**src/rtl/regfile_wb_ctrl_pkg.sv**
```systemverilog
// rtl/regfile_wb_ctrl_pkg.sv - shared sizes and writeback request type for the regfile writer
package regfile_wb_ctrl_pkg;
  localparam int XLEN       = 32;
  localparam int NREG       = 32;
  localparam int AW         = 5;
  localparam int STARVE_MAX = 4;
  localparam int SW         = $clog2(STARVE_MAX + 1);

  typedef struct packed {
    logic [AW-1:0]   rd;
    logic [XLEN-1:0] data;
  } wb_req_t;
endpackage

```
**src/rtl/regfile_wb_ctrl_if.sv**
```systemverilog
// rtl/regfile_wb_ctrl_if.sv - issue, result, write-port and operand-read signals of the regfile writer
interface regfile_wb_ctrl_if;
  import regfile_wb_ctrl_pkg::*;

  logic            alloc_valid;
  logic [AW-1:0]   alloc_addr;
  logic            alloc_ready;
  logic            alu_valid;
  logic [AW-1:0]   alu_rd;
  logic [XLEN-1:0] alu_data;
  logic            alu_ready;
  logic            lsu_valid;
  logic [AW-1:0]   lsu_rd;
  logic [XLEN-1:0] lsu_data;
  logic            lsu_ready;
  logic            w_en;
  logic [AW-1:0]   write_addr;
  logic [XLEN-1:0] write_data;
  logic [AW-1:0]   rs1_addr;
  logic [AW-1:0]   rs2_addr;
  logic [XLEN-1:0] rs1_rf;
  logic [XLEN-1:0] rs2_rf;
  logic [XLEN-1:0] rs1_val;
  logic [XLEN-1:0] rs2_val;
  logic            stall;
  logic            wb_err;

  modport master (
    output alloc_valid, alloc_addr, alu_valid, alu_rd, alu_data,
           lsu_valid, lsu_rd, lsu_data, rs1_addr, rs2_addr, rs1_rf, rs2_rf,
    input  alloc_ready, alu_ready, lsu_ready, w_en, write_addr, write_data,
           rs1_val, rs2_val, stall, wb_err
  );

  modport slave (
    input  alloc_valid, alloc_addr, alu_valid, alu_rd, alu_data,
           lsu_valid, lsu_rd, lsu_data, rs1_addr, rs2_addr, rs1_rf, rs2_rf,
    output alloc_ready, alu_ready, lsu_ready, w_en, write_addr, write_data,
           rs1_val, rs2_val, stall, wb_err
  );
endinterface

```
**src/rtl/regfile_scoreboard.sv**
```systemverilog
// rtl/regfile_scoreboard.sv - busy bits for registers with outstanding results
module regfile_scoreboard
  import regfile_wb_ctrl_pkg::*;
(
  input  logic            clk,
  input  logic            rst,
  input  logic            alloc_valid,
  input  logic [AW-1:0]   alloc_addr,
  input  logic            w_en,
  input  logic [AW-1:0]   write_addr,
  input  logic [AW-1:0]   rs1_addr,
  input  logic [AW-1:0]   rs2_addr,
  output logic            alloc_ready,
  output logic            stall,
  output logic [NREG-1:0] busy
);
  logic [NREG-1:0] set_vec;
  logic [NREG-1:0] clr_vec;
  logic            rs1_stall;
  logic            rs2_stall;

  // A register being written back this cycle may be re-claimed immediately.
  assign alloc_ready = (alloc_addr == '0) || !busy[alloc_addr] ||
                       (w_en && write_addr == alloc_addr);

  assign rs1_stall = (rs1_addr != '0) && busy[rs1_addr] && !(w_en && write_addr == rs1_addr);
  assign rs2_stall = (rs2_addr != '0) && busy[rs2_addr] && !(w_en && write_addr == rs2_addr);
  assign stall     = rs1_stall || rs2_stall;

  always_comb begin
    set_vec = '0;
    clr_vec = '0;
    if (alloc_valid && alloc_ready && alloc_addr != '0)
      set_vec[alloc_addr] = 1'b1;
    if (w_en)
      clr_vec[write_addr] = 1'b1;
  end

  // Set is ORed after the clear so a same-edge re-claim keeps the bit.
  always_ff @(posedge clk) begin
    if (rst)
      busy <= '0;
    else
      busy <= (busy & ~clr_vec) | set_vec;
  end
endmodule

```
**src/rtl/regfile_wb_ctrl.sv**
```systemverilog
// rtl/regfile_wb_ctrl.sv - ALU/LSU writeback arbiter, regfile write port and operand forwarding
module regfile_wb_ctrl
  import regfile_wb_ctrl_pkg::*;
(
  input  logic             clk,
  input  logic             rst,
  regfile_wb_ctrl_if.slave bus
);
  logic [SW-1:0]   starve_cnt;
  logic [NREG-1:0] busy;
  logic            force_alu;
  logic            alu_hs;
  logic            lsu_hs;
  logic            any_hs;
  wb_req_t         win;

  // LSU has priority unless the ALU has lost STARVE_MAX times in a row.
  assign force_alu     = (starve_cnt == SW'(STARVE_MAX)) && bus.alu_valid;
  assign bus.alu_ready = force_alu || !bus.lsu_valid;
  assign bus.lsu_ready = !force_alu;

  assign alu_hs = bus.alu_valid && bus.alu_ready;
  assign lsu_hs = bus.lsu_valid && bus.lsu_ready;
  assign any_hs = alu_hs || lsu_hs;
  assign win    = lsu_hs ? '{rd: bus.lsu_rd, data: bus.lsu_data}
                         : '{rd: bus.alu_rd, data: bus.alu_data};

  always_ff @(posedge clk) begin
    if (rst) begin
      bus.w_en       <= 1'b0;
      bus.write_addr <= '0;
      bus.write_data <= '0;
      bus.wb_err     <= 1'b0;
      starve_cnt     <= '0;
    end else begin
      bus.w_en <= any_hs && (win.rd != '0);
      if (any_hs) begin
        bus.write_addr <= win.rd;
        bus.write_data <= win.data;
      end
      if (any_hs && win.rd != '0 && !busy[win.rd])
        bus.wb_err <= 1'b1;
      if (!bus.alu_valid || alu_hs)
        starve_cnt <= '0;
      else if (starve_cnt != SW'(STARVE_MAX))
        starve_cnt <= starve_cnt + 1'b1;
    end
  end

  assign bus.rs1_val = (bus.rs1_addr == '0) ? '0 :
                       (bus.w_en && bus.write_addr == bus.rs1_addr) ? bus.write_data : bus.rs1_rf;
  assign bus.rs2_val = (bus.rs2_addr == '0) ? '0 :
                       (bus.w_en && bus.write_addr == bus.rs2_addr) ? bus.write_data : bus.rs2_rf;

  regfile_scoreboard u_scoreboard (
    .clk         (clk),
    .rst         (rst),
    .alloc_valid (bus.alloc_valid),
    .alloc_addr  (bus.alloc_addr),
    .w_en        (bus.w_en),
    .write_addr  (bus.write_addr),
    .rs1_addr    (bus.rs1_addr),
    .rs2_addr    (bus.rs2_addr),
    .alloc_ready (bus.alloc_ready),
    .stall       (bus.stall),
    .busy        (busy)
  );
endmodule

```
**src/flat_wrapper.sv**
```systemverilog
// flat-port wrapper written by rule: the top's interface ports become plain ports
module regfile_wb_ctrl_flat import regfile_wb_ctrl_pkg::*;
  (clk, rst, bus_alloc_valid, bus_alloc_addr, bus_alu_valid, bus_alu_rd, bus_alu_data, bus_lsu_valid, bus_lsu_rd, bus_lsu_data, bus_rs1_addr, bus_rs2_addr, bus_rs1_rf, bus_rs2_rf, bus_alloc_ready, bus_alu_ready, bus_lsu_ready, bus_w_en, bus_write_addr, bus_write_data, bus_rs1_val, bus_rs2_val, bus_stall, bus_wb_err);
  regfile_wb_ctrl_if bus_i ();
  input  logic clk;
  input  logic rst;
  input wire logic [$bits(bus_i.alloc_valid)-1:0] bus_alloc_valid;
  input wire logic [$bits(bus_i.alloc_addr)-1:0] bus_alloc_addr;
  input wire logic [$bits(bus_i.alu_valid)-1:0] bus_alu_valid;
  input wire logic [$bits(bus_i.alu_rd)-1:0] bus_alu_rd;
  input wire logic [$bits(bus_i.alu_data)-1:0] bus_alu_data;
  input wire logic [$bits(bus_i.lsu_valid)-1:0] bus_lsu_valid;
  input wire logic [$bits(bus_i.lsu_rd)-1:0] bus_lsu_rd;
  input wire logic [$bits(bus_i.lsu_data)-1:0] bus_lsu_data;
  input wire logic [$bits(bus_i.rs1_addr)-1:0] bus_rs1_addr;
  input wire logic [$bits(bus_i.rs2_addr)-1:0] bus_rs2_addr;
  input wire logic [$bits(bus_i.rs1_rf)-1:0] bus_rs1_rf;
  input wire logic [$bits(bus_i.rs2_rf)-1:0] bus_rs2_rf;
  output wire logic [$bits(bus_i.alloc_ready)-1:0] bus_alloc_ready;
  output wire logic [$bits(bus_i.alu_ready)-1:0] bus_alu_ready;
  output wire logic [$bits(bus_i.lsu_ready)-1:0] bus_lsu_ready;
  output wire logic [$bits(bus_i.w_en)-1:0] bus_w_en;
  output wire logic [$bits(bus_i.write_addr)-1:0] bus_write_addr;
  output wire logic [$bits(bus_i.write_data)-1:0] bus_write_data;
  output wire logic [$bits(bus_i.rs1_val)-1:0] bus_rs1_val;
  output wire logic [$bits(bus_i.rs2_val)-1:0] bus_rs2_val;
  output wire logic [$bits(bus_i.stall)-1:0] bus_stall;
  output wire logic [$bits(bus_i.wb_err)-1:0] bus_wb_err;
  assign bus_i.alloc_valid = bus_alloc_valid;
  assign bus_i.alloc_addr = bus_alloc_addr;
  assign bus_i.alu_valid = bus_alu_valid;
  assign bus_i.alu_rd = bus_alu_rd;
  assign bus_i.alu_data = bus_alu_data;
  assign bus_i.lsu_valid = bus_lsu_valid;
  assign bus_i.lsu_rd = bus_lsu_rd;
  assign bus_i.lsu_data = bus_lsu_data;
  assign bus_i.rs1_addr = bus_rs1_addr;
  assign bus_i.rs2_addr = bus_rs2_addr;
  assign bus_i.rs1_rf = bus_rs1_rf;
  assign bus_i.rs2_rf = bus_rs2_rf;
  assign bus_alloc_ready = bus_i.alloc_ready;
  assign bus_alu_ready = bus_i.alu_ready;
  assign bus_lsu_ready = bus_i.lsu_ready;
  assign bus_w_en = bus_i.w_en;
  assign bus_write_addr = bus_i.write_addr;
  assign bus_write_data = bus_i.write_data;
  assign bus_rs1_val = bus_i.rs1_val;
  assign bus_rs2_val = bus_i.rs2_val;
  assign bus_stall = bus_i.stall;
  assign bus_wb_err = bus_i.wb_err;
  regfile_wb_ctrl u_core (.clk(clk), .rst(rst), .bus(bus_i));
endmodule
```
**config.mk**
```make
export PLATFORM = sky130hd
export DESIGN_NAME = regfile_wb_ctrl_flat
export DESIGN_NICKNAME = d
export VERILOG_FILES = /design/src/rtl/regfile_wb_ctrl_pkg.sv /design/src/rtl/regfile_wb_ctrl_if.sv /design/src/rtl/regfile_scoreboard.sv /design/src/rtl/regfile_wb_ctrl.sv /design/src/flat_wrapper.sv
export SDC_FILE = /design/constraint.sdc
export NUM_CORES = 1
export LEC_CHECK = 0
export ABC_AREA = 0
export BUFFER_PORTS_ARGS = -buffer_cell sky130_fd_sc_hd__buf_2
export CORE_MARGIN = 2
export CORE_UTILIZATION = 53
export CTS_BUF_LIST = sky130_fd_sc_hd__clkbuf_2
export DETAILED_ROUTE_END_ITERATION = 7
export PLACE_DENSITY = 0.89
export SYNTH_ARGS = -nofsm -noshare
export SYNTH_HDL_FRONTEND = slang
export SYNTH_HIERARCHICAL = 1
export SYNTH_SLANG_ARGS = --single-unit
```
**constraint.sdc**
```tcl
create_clock -name clk -period 4.4 [get_ports clk]
set_input_delay 1.1 -clock clk [delete_from_list [all_inputs] [get_ports clk]]
set_output_delay 1.1 -clock clk [all_outputs]
set_load 0.01 [all_outputs]
```
======== Yosys cells after proc, flatten, opt, wreduce, memory -nomap -nowiden ========
Cells that the tools add are included.
storage, ports and cells
  flip-flop bits (word level) ............. 74
  input bits .............................. 158
  output and inout bits ................... 107
cells by class
  add/subtract/negate cells ............... 1
  $lt $le $gt $ge ......................... 7
  eq/ne operators ......................... 5
  muxes and demuxes ....................... 19
  bitwise operators ....................... 3
  reductions and logical operators ........ 37
operator list
  operator               number
  $mux W32               6
  $mux W37               1
  $and A32 B32 Y32       1
  $not A32 Y32           1
  $or A32 B32 Y32        1
  $lt A5 B6 Y1 const B   5
  $bmux W1 S5            4
  $reduce_bool A5 Y1     4
  $logic_and A1 B1 Y1    16
  $eq A5 B5 Y1           3
  $logic_not A5 Y1       3
  $demux W1 S5           2
  $ge A5 B1 Y1 const B   2
  $logic_not A1 Y1       7
  $logic_or A1 B1 Y1     6
  $mux W1                6
  $add A3 B1 Y3 const B  1
  $eq A3 B3 Y1 const B   1
  $ne A3 B3 Y1 const B   1
  $reduce_or A2 Y1       1

======== Longest topological paths before layout ========
  word-level depth ........................ 9
  mapped depth ............................ 10
  depth with buffers taken out ............ 9

======== Hierarchy ========
Netlist, hierarchy kept.
modules (own cells, without submodules)
  module              instances  cells each  area each (um^2)  seq. area each (um^2)
  regfile_wb_ctrl     1          410         3255.6            840.8
  regfile_scoreboard  1          266         2471.1            640.6

======== Least setup slack after synthesis ========
Ideal clock, no wire load.
  path type ............................... in2out
  from .................................... in bus_rs2_addr[1]
  to ...................................... out bus_stall
  data arrival time ....................... 2.611 ns
  path slack .............................. 0.689 ns
  cell stages on the path ................. 5
  buffers on the path ..................... 1
  cell sequence ........................... clkbuf_1 > mux4_2 > mux2_2 > a211oi_1 > o21ai_0
on the way
  word-level cells in the longest chain between the ends .. 5
  elaborated cells on any way between the ends .. 9
  those cells by class .................... 1 x eq/ne; 2 x mux; 6 x reduce/logical
RTL lines
  what                                                                         line                      text
  from (decl)                                                                  flat_wrapper.sv:16        input wire logic [$bits(bus_i.rs2_addr)-1:0] bus_rs2_addr;
  $bmux W1 S5 / $eq A5 B5 Y1 (equally long branches)                           regfile_scoreboard.sv:27  assign rs2_stall = (rs2_addr != '0) && busy[rs2_addr] && !(w_en && write_addr == rs2_addr);
  $mux W1 (not written as such) / $logic_and A1 B1 Y1 (equally long branches)  regfile_scoreboard.sv:27
  $logic_and A1 B1 Y1 / $logic_not A1 Y1 (equally long branches)               regfile_scoreboard.sv:27
  $logic_and A1 B1 Y1 (*)                                                      regfile_scoreboard.sv:27
  $logic_or A1 B1 Y1 (*)                                                       regfile_scoreboard.sv:28  assign stall = rs1_stall || rs2_stall;
  to (decl)                                                                    flat_wrapper.sv:27        output wire logic [$bits(bus_i.stall)-1:0] bus_stall;
Every way passes the cells marked *; elsewhere a longest branch is shown, timed or not. The select of a mux whose other input is x is not followed.

======== Worst setup path in the final report ========
  from .................................... in bus_alloc_addr[1]
  to ...................................... out bus_alloc_ready
on the way
  word-level cells in the longest chain between the ends .. 5
  elaborated cells on any way between the ends .. 8
  those cells by class .................... 1 x eq/ne; 2 x mux; 5 x reduce/logical
RTL lines
  what                           line                      text
  from (decl)                    flat_wrapper.sv:8         input wire logic [$bits(bus_i.alloc_addr)-1:0] bus_alloc_addr;
  $bmux W1 S5                    regfile_scoreboard.sv:23  assign alloc_ready = (alloc_addr == '0) || !busy[alloc_addr] ||
  $mux W1 (not written as such)  regfile_scoreboard.sv:23
  $logic_not A1 Y1               regfile_scoreboard.sv:23
  $logic_or A1 B1 Y1             regfile_scoreboard.sv:23
  $logic_or A1 B1 Y1 (*)         regfile_scoreboard.sv:23
  to (decl)                      flat_wrapper.sv:19        output wire logic [$bits(bus_i.alloc_ready)-1:0] bus_alloc_ready;
Marks and branches as above.

==> summary.md <==
| Metric | Value |
|---|---|
| Port-buffer cells | 264 |
| Cell taking the most area after synthesis | dfxtp_1 |
| Area grow syn2layout | 25.3% |
| Mapped Cells | 676 |
| Reg2Reg Setup Slack | 1.72 ns |
| Clk_lat worst skew | 0.55 ns |
| Gpl congestion | 1.06 |
| Syn Nets | 836 |
| TNS Setup | 0 ns |
| Final worst path period share | 88.6% |
| GRT overflow | 0 |
| Worst setup path end | bus_alloc_ready |
| Die area | 11,700 um^2 |
| Worst Reg2Reg Path Length in Cells | 9 |
| Placed insts | 1,034 |
| Final core utilization | 68.9% |
| Setup Crit Path Kind | primary input to primary output |
| Synthesis Warnings | 6 |
| First-pass GRT wire length | 33,700 um |
| Peak supply drop | 0.000123 V |
| Vias/cell | 6.12 |
| Crit path buf inv count | 2 |
| DR vias | 6,436 |
| Slowest-stage cell, CP | buf_2 |
| Most used cell, CP | buf_2 |
| Post-CTS sizing | 0 |
| Synth Flop Type | dfxtp_1 |
| Clock transition at path regs | 0.21 ns |
| CP top delay family | buffers and inverters |
| Clock tree root driver cell | clkbuf_2 |
| Post-route ant nets | 0 |
| DIE HEIGHT | 108 um |
| Initial Util | 55.0% |
| Crit-path cells | buf_2 -> mux2i_1 -> o22ai_1 -> nor4_2 -> nor2_1 -> o211ai_1 -> buf_2 |
| Largest net degree at the start of global routing | 44 |
| # rows | 37 |
| Pins Over Slew Limit | 0 |
| WP data required | 3.30 ns |
| Library cells used by synthesis | 53 |
| Post-synth top area share | 25.9% |
| Initial DRC count | 693 |
| Multi-input logic area | 3950 um^2 |
| Final Hold Fails | 0 |
| Final net count | 1,069 |
| Core area | 10,400 um^2 |
| Avg Inst Size Synth | 8.47 um^2 |
| Tmin final | 3.90 ns |
| CTS Buf Count | 9 |
| # IOs | 265 |
| Vias in the first global route | 5,872 |
| Critical path depth in cells | 7 |
| Share of cells above drive strength 1 | 36.0% |
| Drt total wl | 23,500 um |
| Post-synth top cells | mux2i_1, nor2_1, dfxtp_1 |
| Startpoint Class | primary input |
| Post-Route Skew | 0.0327 ns |
| PD cells | 224 nW/um^2 |
| Residual DRC | 0 |
| Critical register-to-register path startpoint | u_core/starve_cnt[0] |
| Max Fanout on Critical Path | 21 |
| Top cells by area, synth | dfxtp_1, mux2i_1, nor2_1, mux4_2, a211oi_1 |
| Layout fillers | 915 |
| Outcome | completed |
| # H-tree levels | 3 |
| Clock Sinks | 74 |
| Post-synth EDFFs | 0 |
| RSZ-0062 raised after global routing | false |
| Reg2reg end | u_core/bus.wb_err |
| Static Leak | 3.12 nW |
| Clock buffer depth | 2 |
| Sequential share of the synthesized area | 25.9% |
| WL/cell | 22.3 um |
| Slew @ Worst Pin | 0.840 ns |
| Die X | 108 um |
| GRT Overall Usage | 38.7% |
| Area of the mapped netlist | 5730 um^2 |
| Most common cell in the netlist | mux2i_1 |
| Worst min path class | register to register |
| Initial antenna violation count | 3 |
| Async SR Flop Fraction | 0% |
| Worst setup path start | bus_alloc_addr[1] |
| Number of setup violations in the final report | 0 |
| Flip-flop and latch area | 1480 um^2 |
| Largest stage delay, worst path | 0.43 ns |
| Hpwl dp | 18,000 um |
| Post-CTS Setup Bufs | 0 |
| Post-cts hold buffer count | 0 |
| FMAX | 0.256 GHz |
| Worst path arrival time | 2.80 ns |
| Flops & latches, synth | 74 |
| Max_cap viols | 0 |
| Non-Filler Instances | 1,051 |
| CTS tree | done |
| Slew margin rel. | 44.0% |
| CP Capture Type | primary output |
| TritonRoute pass-1 iters | 5 |
==> layout make-up <==
type	instances	share of cell area (%)
multi-input cells	538	55.0
flip-flops and latches	74	20.6
clock buffers	10	0.697
diodes	1	0.0349
clock inverters	6	0.575
inverters	7	0.366
well taps	136	2.37
repair buffers	279	20.3
==> routing by layer <==
layer	up-vias	track usage (%)	wire, um
met5	-	5.36	11
met4	2	12.1	601
met3	51	18.2	3860
met2	475	56.6	10100
met1	2968	50.0	8880
li1	2940	-	-
==> per-stage QoR <==
step / setup slack, ns / hold slack (ns) / area (um^2) / power, mW
after floorplan: 0.689 / 0.469 / 5730 / 1.03
after global placement: 0.587 / 0.499 / 7080 / 1.25
after detailed placement: 0.546 / 0.518 / 7080 / 1.26
after CTS: 0.538 / 0.554 / 7180 / 1.59
after global routing: 0.346 / 0.578 / 7180 / 1.68
final: 0.500 / 0.560 / 7180 / 1.60
==> layout by cell type (no fill, tap or decap), drive strengths merged, types with 7 or more instances in the layout <==
cell / n
o21ai: 18
nor2: 114
mux4: 14
a211oi: 38
nand3b: 11
mux2i: 129
buf: 279
dfxtp: 74
inv: 8
o31ai: 15
nand2: 50
clkbuf: 10
o22ai: 8
nand3: 35
o211ai: 17
nor4: 7
xor2: 20
==> worst reg2reg max path: stages (launching register included) <==
cell	delay (ns)
dfxtp_1	0.37
inv_1	0.07
ha_1	0.21
nand3_2	0.12
nand2_4	0.34
mux2i_4	0.66
nand2_1	0.12
a311oi_1	0.30
nand4_1	0.17
a32o_1	0.23
==> registers in the layout, summed over array words and instances, names as in the netlist <==
signal / cells
u_core/bus.write_data: 32
u_core/u_scoreboard/busy: 32
u_core/starve_cnt: 3
u_core/bus.w_en: 1
u_core/bus.wb_err: 1
u_core/bus.write_addr: 5
==> worst min path at each step <==
stage / to / from / slack, ns / cells past startpoint
after global routing: u_core/u_scoreboard/busy[0] / u_core/u_scoreboard/busy[0] / 0.58 / 1
after CTS: u_core/u_scoreboard/busy[19] / u_core/u_scoreboard/busy[19] / 0.55 / 2
after detailed placement: u_core/starve_cnt[0] / u_core/starve_cnt[0] / 0.52 / 2
after floorplan: u_core/u_scoreboard/busy[11] / u_core/u_scoreboard/busy[11] / 0.47 / 2
after global placement: u_core/starve_cnt[0] / u_core/starve_cnt[0] / 0.50 / 2
final: u_core/u_scoreboard/busy[7] / u_core/u_scoreboard/busy[7] / 0.56 / 2
==> power by group <==
part,leakage (nW),total (mW),switching [mW],internal [mW]
registers,0.608,0.766,0.0612,0.705
logic,2.46,0.495,0.280,0.215
clock network,0.0560,0.344,0.267,0.0765
==> logic make-up after synthesis <==
logic type / after synthesis / synth area share, %
flip-flops: 74 / 25.9
XOR/XNOR: 25 / 3.82
buffers and inverters: 64 / 5.33
AND/OR/NAND/NOR: 256 / 21.3
adder cells (fa/ha/maj): 2 / 0.437
multiplexers: 147 / 29.1
AO/OA/AOI/OAI: 108 / 14.1
No activity file was read; power rests on OpenSTA's default activity.
